## config.mk

```make
export PLATFORM = sky130hd
export DESIGN_NAME = seg7_leitor_filtrado
export DESIGN_NICKNAME = d
export VERILOG_FILES = /design/src/rtl/seg7_leitor_filtrado.sv
export SDC_FILE = /design/constraint.sdc
export NUM_CORES = 1
export LEC_CHECK = 0
export BUFFER_PORTS_ARGS = -buffer_cell sky130_fd_sc_hd__buf_2
export CORE_MARGIN = 5
export CORE_UTILIZATION = 35
export CTS_BUF_LIST = sky130_fd_sc_hd__clkbuf_8
export CTS_CLUSTER_DIAMETER = 150
export DETAILED_ROUTE_END_ITERATION = 10
export PLACE_DENSITY = 0.61
export SYNTH_ARGS = -nofsm -noshare
export SYNTH_HDL_FRONTEND = slang
export SYNTH_SLANG_ARGS = --single-unit
```

## constraint.sdc

```tcl
create_clock -name clk -period 2.8 [get_ports clk]
set_input_delay 0.14 -clock clk [delete_from_list [all_inputs] [get_ports clk]]
set_output_delay 0.14 -clock clk [all_outputs]
set_load 0.02 [all_outputs]
```

## src/rtl/seg7_leitor_filtrado.sv

```systemverilog
// ---------------------------------------------------------------------------
// seg7_leitor_filtrado
//
// Reads back an active-low 7-segment pattern bus ({a,b,c,d,e,f,g}) and
// recovers the decimal digit it represents. A stability filter only lets a
// pattern through after STABLE_CYCLES consecutive equal samples. Shorter
// glitches restart the count and never reach the outputs.
//
// Parameters
//   STABLE_CYCLES  consecutive equal samples needed to accept (1..255)
//   CNT_W          width of change_cnt / err_cnt
//
// Ports
//   clk          in   system clock, rising edge
//   rst          in   synchronous reset, active-high (overrides sample_en)
//   seg_in       in   [6:0] segment pattern, active-low
//   sample_en    in   sampling strobe; 0 freezes all state and outputs
//   digit        out  [3:0] last accepted digit 0..9
//   digit_valid  out  last accepted pattern was a legal digit
//   blank        out  last accepted pattern was all segments off
//   pattern_err  out  last accepted pattern was neither digit nor blank
//   new_digit    out  one-cycle pulse when a digit that differs from the
//                     previous one is accepted
//   change_cnt   out  [CNT_W-1:0] number of new_digit pulses, wraps
//   err_cnt      out  [CNT_W-1:0] illegal-pattern acceptances, saturating
//                     (present only when SEG_ERR_CNT_EN is defined)
//
// Build option: define SEG_ERR_CNT_EN to add the err_cnt port and counter.
// ---------------------------------------------------------------------------
module seg7_leitor_filtrado #(
  parameter int STABLE_CYCLES = 4,
  parameter int CNT_W         = 8
) (
  input  logic             clk,
  input  logic             rst,
  input  logic [6:0]       seg_in,
  input  logic             sample_en,
  output logic [3:0]       digit,
  output logic             digit_valid,
  output logic             blank,
  output logic             pattern_err,
  output logic             new_digit,
`ifdef SEG_ERR_CNT_EN
  output logic [CNT_W-1:0] err_cnt,
`endif
  output logic [CNT_W-1:0] change_cnt
);

  typedef enum logic [1:0] {
    EMPTY  = 2'd0,
    SETTLE = 2'd1,
    LOCKED = 2'd2
  } state_t;

  localparam logic [7:0] STAB_MAX = 8'(STABLE_CYCLES);
  localparam logic [6:0] SEG_BLANK = 7'b1111111;

  // Returns {is_digit, value}; value is 0 when the pattern is not a digit.
  function automatic logic [4:0] decode_seg(input logic [6:0] seg);
    logic [4:0] r;
    case (seg)
      7'b0000001: r = {1'b1, 4'd0};
      7'b1001111: r = {1'b1, 4'd1};
      7'b0010010: r = {1'b1, 4'd2};
      7'b0000110: r = {1'b1, 4'd3};
      7'b1001100: r = {1'b1, 4'd4};
      7'b0100100: r = {1'b1, 4'd5};
      7'b0100000: r = {1'b1, 4'd6};
      7'b0001111: r = {1'b1, 4'd7};
      7'b0000000: r = {1'b1, 4'd8};
      7'b0000100: r = {1'b1, 4'd9};
      default:    r = 5'b0_0000;
    endcase
    return r;
  endfunction

  state_t           state_q, state_d;
  logic [6:0]       cand_q, cand_d;
  logic [7:0]       stab_q, stab_d;
  logic [3:0]       digit_q, digit_d;
  logic             valid_q, valid_d;
  logic             blank_q, blank_d;
  logic             err_q, err_d;
  logic             new_digit_q, new_digit_d;
  logic [CNT_W-1:0] change_cnt_q, change_cnt_d;
`ifdef SEG_ERR_CNT_EN
  logic [CNT_W-1:0] err_cnt_q, err_cnt_d;
`endif

  logic       seg_diff;
  logic       accept;
  logic [4:0] dec;
  logic       dec_is_digit;
  logic [3:0] dec_value;

  assign seg_diff     = (seg_in != cand_q);
  assign dec          = decode_seg(seg_in);
  assign dec_is_digit = dec[4];
  assign dec_value    = dec[3:0];

  // State register
  always_ff @(posedge clk) begin
    if (rst) begin
      state_q      <= EMPTY;
      cand_q       <= SEG_BLANK;
      stab_q       <= 8'd0;
      digit_q      <= 4'd0;
      valid_q      <= 1'b0;
      blank_q      <= 1'b0;
      err_q        <= 1'b0;
      new_digit_q  <= 1'b0;
      change_cnt_q <= '0;
`ifdef SEG_ERR_CNT_EN
      err_cnt_q    <= '0;
`endif
    end else begin
      state_q      <= state_d;
      cand_q       <= cand_d;
      stab_q       <= stab_d;
      digit_q      <= digit_d;
      valid_q      <= valid_d;
      blank_q      <= blank_d;
      err_q        <= err_d;
      new_digit_q  <= new_digit_d;
      change_cnt_q <= change_cnt_d;
`ifdef SEG_ERR_CNT_EN
      err_cnt_q    <= err_cnt_d;
`endif
    end
  end

  // Next-state: candidate tracking and stability count.
  // With STABLE_CYCLES=1 the load edge is itself the acceptance edge.
  always_comb begin
    state_d = state_q;
    cand_d  = cand_q;
    stab_d  = stab_q;
    if (sample_en) begin
      if (seg_diff) begin
        cand_d  = seg_in;
        stab_d  = 8'd1;
        state_d = (STAB_MAX == 8'd1) ? LOCKED : SETTLE;
      end else if (stab_q < STAB_MAX) begin
        stab_d = stab_q + 8'd1;
        if (stab_q + 8'd1 == STAB_MAX) state_d = LOCKED;
      end
    end
  end

  // Outputs: acceptance is the transition into LOCKED, or a one-sample
  // reload that relocks immediately (STABLE_CYCLES=1 with a new pattern).
  always_comb begin
    accept       = sample_en && (state_d == LOCKED) &&
                   ((state_q != LOCKED) || seg_diff);
    digit_d      = digit_q;
    valid_d      = valid_q;
    blank_d      = blank_q;
    err_d        = err_q;
    new_digit_d  = 1'b0;
    change_cnt_d = change_cnt_q;
`ifdef SEG_ERR_CNT_EN
    err_cnt_d    = err_cnt_q;
`endif
    if (accept) begin
      if (dec_is_digit) begin
        new_digit_d = !valid_q || (dec_value != digit_q);
        digit_d     = dec_value;
        valid_d     = 1'b1;
        blank_d     = 1'b0;
        err_d       = 1'b0;
      end else if (seg_in == SEG_BLANK) begin
        valid_d = 1'b0;
        blank_d = 1'b1;
        err_d   = 1'b0;
      end else begin
        valid_d = 1'b0;
        blank_d = 1'b0;
        err_d   = 1'b1;
`ifdef SEG_ERR_CNT_EN
        if (err_cnt_q != {CNT_W{1'b1}}) err_cnt_d = err_cnt_q + CNT_W'(1);
`endif
      end
    end
    if (new_digit_d) change_cnt_d = change_cnt_q + CNT_W'(1);
  end

  assign digit       = digit_q;
  assign digit_valid = valid_q;
  assign blank       = blank_q;
  assign pattern_err = err_q;
  assign new_digit   = new_digit_q;
  assign change_cnt  = change_cnt_q;
`ifdef SEG_ERR_CNT_EN
  assign err_cnt     = err_cnt_q;
`endif

endmodule

```

==> impl_metrics.ini, run 1 <==
[synthesis]
syn_area_per_cell_um2 = 9.120
synthTopCellsByCount = 33 x dfxtp_1, 18 x nor2_1, 16 x nor2b_1
synth_edf_count = 0
synth_ff_type = dfxtp_1
yosysMostFrequentCell = dfxtp_1
synth_warnings = 0
synthArstFlopShare_pct = 0
synthCells = 187
synthDistinctLibCells = 45
syn_area_mm2 = 0.001705
ys_seq_elements = 33
synth_nets = 199
synth_area_leaders = dfxtp_1 39%, nor2b_1 5.9%, xnor2_1 5.6%
yosysTopAreaCell = dfxtp_1
yosys.area.top_type_share_pct = 38.74
seq_area_frac_synth_pct = 38.74

[sta]
final.setup.tns_ns = 0
setup_viol_count_final = 0
finalHoldViolCount = 0
grt_setup_unrepaired = false
worst_pin_slew_ns = 0.6207
fin_crit_sh_pct = 79.64
fin_crit_ns = 2.230
fmax_mhz = 448.5
slew_violations = 0
clock_skew_ns = 0.007543
max_slew_margin_pct = 58.62

[routing]
wl_mm = 3.427
drt_pre_antenna_iters = 4
drtAntennaViolNets = 0
drc_errors = 0
drt_iter0_drc = 59
avgViaCountPerCell = 4.887
vias = 1344
wire_per_inst_um = 12.46

[global_routing]
antenna_found_initial = 0
grt_pass1_wl_mm = 5.913
grt_max_degree = 36
busiest_layer = met2
grtUsageMet1_pct = 14.29
track_usage_pct = 11.91
grt_pass1_vias = 1280
grt_util_met3_pct = 4.402
gr-usage-met2_pct = 18.78
grt.overflow.total = 0

[power_and_ir_drop]
max-vdd-ir-drop_v = 0.0001996
p_leak_nw = 0.7975
power_density_mw_per_mm2 = 519.5

[setup_path]
arrival_ns = 2.40
start_kind = register
worstSetupPathType = register to register
cp_slowest_stage_delay_ns = 0.40
worst_path_max_delay_cell = nor4b_1
path_cells = nor4b_1 > nand3_1 > nor2_1 > o211ai_2 > a211oi_1 > mux2_1
cp_top_family = simple AND/OR/NAND/NOR gates
critPathMaxFanout = 11
critical_path_buf_inv_count = 0
worstPathRequired_ns = 2.97
cp-end-kind = register

[cts]
cts_hold_buf = 0
clock_latency_ns = 0.28
clk_pin_slew_ns = 0.07
cts_setup_buffers = 0
cts_resized = 0
h-tree-depth = 2
cts.sinks = 33
cts_root_buf = clkbuf_8
cts_buffer_depth = 2
cts_tree = yes
cts_inserted_buffers = 5

[place]
hpwl_mm = 2.411
io_buffers = 25
gp_congestion = 0.7550
place_inst = 267

[worst_hold_path]
hold_path_class = input port to register

[die]
fp.dieW_um = 79.81
initial_utilization_pct = 36.11
core_area_mm2 = 0.004723
rows = 25
fp.dieH_um = 79.81
num_io_pins = 26
die_area_mm2 = 0.006369

[finish]
drive_gt1_share_pct = 18.75
fin_nets = 219
antennaDiodeCount = 0
synthToLayoutAreaGrowth_pct = 15.70
instances_no_fill = 275
fin_util_pct = 41.77

[run_status]
outcome = finished, final reports clean

[flow_run]
drv_cap = 0
[stage by stage]
step	hold slack, ns	area [µm²]	worst slack, ns	total power, W
after CTS	0.1678	1973	0.5217	0.001039
final	0.1779	1973	0.5702	0.001025
after global routing	0.1893	1973	0.3371	0.001067
after global placement	0.4402	1857	0.3240	0.0005752
after detailed placement	0.4442	1857	0.2567	0.0005753
after floorplan	0.3442	1705	0.4760	0.0005581
[report_power, final]
part	leakage (nW)	internal, W	switching, W	total [W]
Combinational	0.467	0.0000340	0.0000464	0.0000804
Clock	0.0626	0.000286	0.000174	0.000461
Sequential	0.268	0.000479	0.00000520	0.000484
[path summary, 6_finish.rpt]
check | slack [ns] | end | depth (start not counted) | start
worst max register to register | 0.57 | change_cnt[7]$_SDFFE_PP0P_ | 6 | stab_q[4]$_SDFFE_PP0P_
worst min register to register | 0.45 | state_q[0]$_SDFF_PP0_ | 2 | state_q[0]$_SDFF_PP0_
worst min-delay path | 0.18 | cand_q[6]$_SDFFE_PP1P_ | 2 | seg_in[6]
worst max-delay path | 0.57 | change_cnt[7]$_SDFFE_PP0P_ | 6 | stab_q[4]$_SDFFE_PP0P_
[cell families (layout without fill, tap and decap cells)]
logic type               after synthesis  count (layout)  share of synthesized area (%)
flip-flops                            33              33                          38.74
XOR/XNOR                              11              11                          5.649
adder cells (fa/ha/maj)                2               2                          1.467
multiplexers                          12              12                          7.557
buffers and inverters                 19              40                          5.135
AO/OA/AOI/OAI                         35              35                          16.87
AND/OR/NAND/NOR                       75              75                          24.58
[layout make-up]
cell class                      count  area [µm²]
Multi-Input combinational cell    135       957.2
Sequential cell                    33       660.6
Clock buffer                        6       82.58
Tap cell                           67       83.83
Fill cell                         462        2750
Clock inverter                      2       33.78
Inverter                            6       22.52
Timing Repair Buffer               26       132.6
[registers in the layout (all words and copies together), names as in the netlist]
| signal | flops |
|---|---|
| blank | 1 |
| cand_q | 7 |
| state_q | 2 |
| change_cnt | 8 |
| new_digit | 1 |
| digit_valid | 1 |
| stab_q | 8 |
| pattern_err | 1 |
| digit | 4 |
[layout by cell type, fill, tap and decap left out, types with 2 or more instances in the layout]
cell,count
a21boi_0,2
and3_1,2
nand3_1,7
clkbuf_8,6
and2_1,7
a2111oi_0,2
nor3_1,3
ha_1,2
nand2b_1,5
a211o_1,7
dfxtp_1,33
inv_1,7
mux2i_1,5
nor2_1,18
a21oi_1,3
nand2_1,6
buf_2,25
nand4_1,4
xnor2_1,11
nor2b_1,16
a22oi_1,2
mux2_1,7
a211oi_1,7
[metal layers]
metal / vias up / share of wire, %
li1: 700 / -
met1: 616 / 49
met2: 22 / 44
met3: 6 / 4.4
met4: 0 / 2.1
met5: - / 0
Note: power is estimated with default switching activity, not from simulation.
==> run 2, diff against run 1 <==
==> constraint.sdc (replaced) <==
create_clock -name clk -period 2.2 [get_ports clk]
set_input_delay 0.11 -clock clk [delete_from_list [all_inputs] [get_ports clk]]
set_output_delay 0.11 -clock clk [all_outputs]
set_load 0.02 [all_outputs]
==> run 2 against run 1 <==
Power is 27% higher. Sequential share of layout area shrank 2.5 points. Global-route usage hardly changed. Clock power grew 24%. Combinational power up 49%. Cell count increased by 5.8%. Critical endpoint is now change_cnt[6]$_SDFFE_PP0P_. Highest routed layer unchanged.
==> impl_metrics.ini, run 2 (synthesized netlist as in run 1, its figures left out) <==
[run_status]
outcome = finished, final reports clean

[setup_path]
worstSetupPathType = input port to register
worst_path_max_delay_cell = or4b_4
arrival_ns = 2.25
rr_startpoint = stab_q[4]$_SDFFE_PP0P_
path_cells = buf_2 > or3_4 > or4b_4 > and3_4 > o2111a_2 > a211oi_2 > mux2_1
cp-end-kind = register
critPathMaxFanout = 7
start_kind = input port
cp_slowest_stage_delay_ns = 0.56
worstPathRequired_ns = 2.37
worstSetupStartpoint = seg_in[6]
critical_path_buf_inv_count = 1
cp_top_family = simple AND/OR/NAND/NOR gates

[global_routing]
track_usage_pct = 11.94
grt_max_degree = 36
grt_pass1_wl_mm = 6.037
antenna_found_initial = 0
grt.overflow.total = 0
grt_pass1_vias = 1354

[routing]
wl_mm = 3.514
wire_per_inst_um = 12.08
vias = 1401
drtAntennaViolNets = 0
drt_iter0_drc = 75
drt_pre_antenna_iters = 4
drc_errors = 0
avgViaCountPerCell = 4.814

[place]
gp_congestion = 0.7857
io_buffers = 25
hpwl_mm = 2.541
place_inst = 283

[cts]
cts_inserted_buffers = 5
clk_pin_slew_ns = 0.07
h-tree-depth = 2
cts_root_buf = clkbuf_8
cts_buffer_depth = 2
cts_tree = yes
clock_latency_ns = 0.29
cts.sinks = 33

[finish]
most-common-layout-cells = 33 x dfxtp_1, 25 x buf_2, 18 x nor2_1, 17 x buf_4, 16 x nor2b_1
layout_commonest_cell = dfxtp_1
synthToLayoutAreaGrowth_pct = 25.09
instances_no_fill = 291
drive_gt1_share_pct = 28.57
fin_nets = 235
multi_input_area_um2 = 998.5
seqCellArea_um2 = 660.6
antennaDiodeCount = 0
fill_cells = 467

[die]
fp.dieW_um = 79.81
fp.dieH_um = 79.81
rows = 25
initial_utilization_pct = 36.11
die_area_mm2 = 0.006369
num_io_pins = 26
core_area_mm2 = 0.004723

[sta]
fmax_mhz = 480.4
max_slew_margin_pct = 59.20
final.setup.tns_ns = 0
fin_crit_sh_pct = 94.62
clock_skew_ns = 0.006659
worst_pin_slew_ns = 0.6120
setup_viol_count_final = 0
fin_crit_ns = 2.082
slew_violations = 0
finalHoldViolCount = 0
grt_setup_unrepaired = false

[flow_run]
drv_cap = 0

[worst_hold_path]
worstHoldStart = seg_in[5]
hold_path_class = input port to register

[power_and_ir_drop]
max-vdd-ir-drop_v = 0.0002872
power_density_mw_per_mm2 = 612.4
p_leak_nw = 0.8736
## run 2: final timing paths
path                           endpoint  slack (ns)  cells after the start
max          change_cnt[6]$_SDFFE_PP0P_        0.12                      7
min              cand_q[5]$_SDFFE_PP1P_        0.14                      2
max reg2reg  change_cnt[6]$_SDFFE_PP0P_        0.15                      6
min reg2reg       state_q[0]$_SDFF_PP0_        0.46                      2
## run 2: power breakdown
group	internal, W	switching [W]	total, W
combinational	0.0000571	0.0000627	0.000120
sequential	0.000609	0.00000665	0.000616
clock	0.000339	0.000232	0.000571
total	0.00100	0.000302	0.00131
## run 2: cell type report
cell class | count | area share [%]
clock buffer | 5 | 3.226
clock inverter | 3 | 2.170
inverter | 6 | 1.056
multi-input combinational | 135 | 46.80
sequential | 33 | 30.97
tap | 67 | 3.930
timing repair buffer | 42 | 11.85
## run 2: metal layers
layer / up-vias / global-route usage [%] / routed length, µm
li1: 732 / - / -
met4: 0 / 4.561 / 42
met2: 27 / 19.20 / 1540
met5: - / 0 / 0
met3: 7 / 3.499 / 164
met1: 635 / 14.99 / 1766
## run 2: repair_timing
item                                   CTS  global route
gates resized for setup                  0             1
endpoints found under the hold margin    0             0
setup endpoints to repair                0             9
setup buffers                            0             0
hold buffers                             0             0
## run 2: stage by stage
step	hold slack, ns	setup slack (ns)	total power [W]	area [µm²]	util, %
finish	0.1374	0.1184	0.001306	2133	45.17
global route	0.1331	0.04327	0.001365	2133	45.17
CTS	0.1285	0.05199	0.001325	2127	45.03
detailed placement	0.4317	-0.1761	0.0007493	2012	42.60
global placement	0.4290	-0.1446	0.0007483	2012	42.60
floorplan	0.3142	-0.08159	0.0007123	1748	-
## run 2: worst reg2reg max path: stages, from the launching register on
cell,delay (ns)
dfxtp_1,0.32
nor4b_2,0.32
nand3_1,0.20
nor2_1,0.24
o211ai_2,0.28
a211oi_2,0.26
mux2_1,0.34
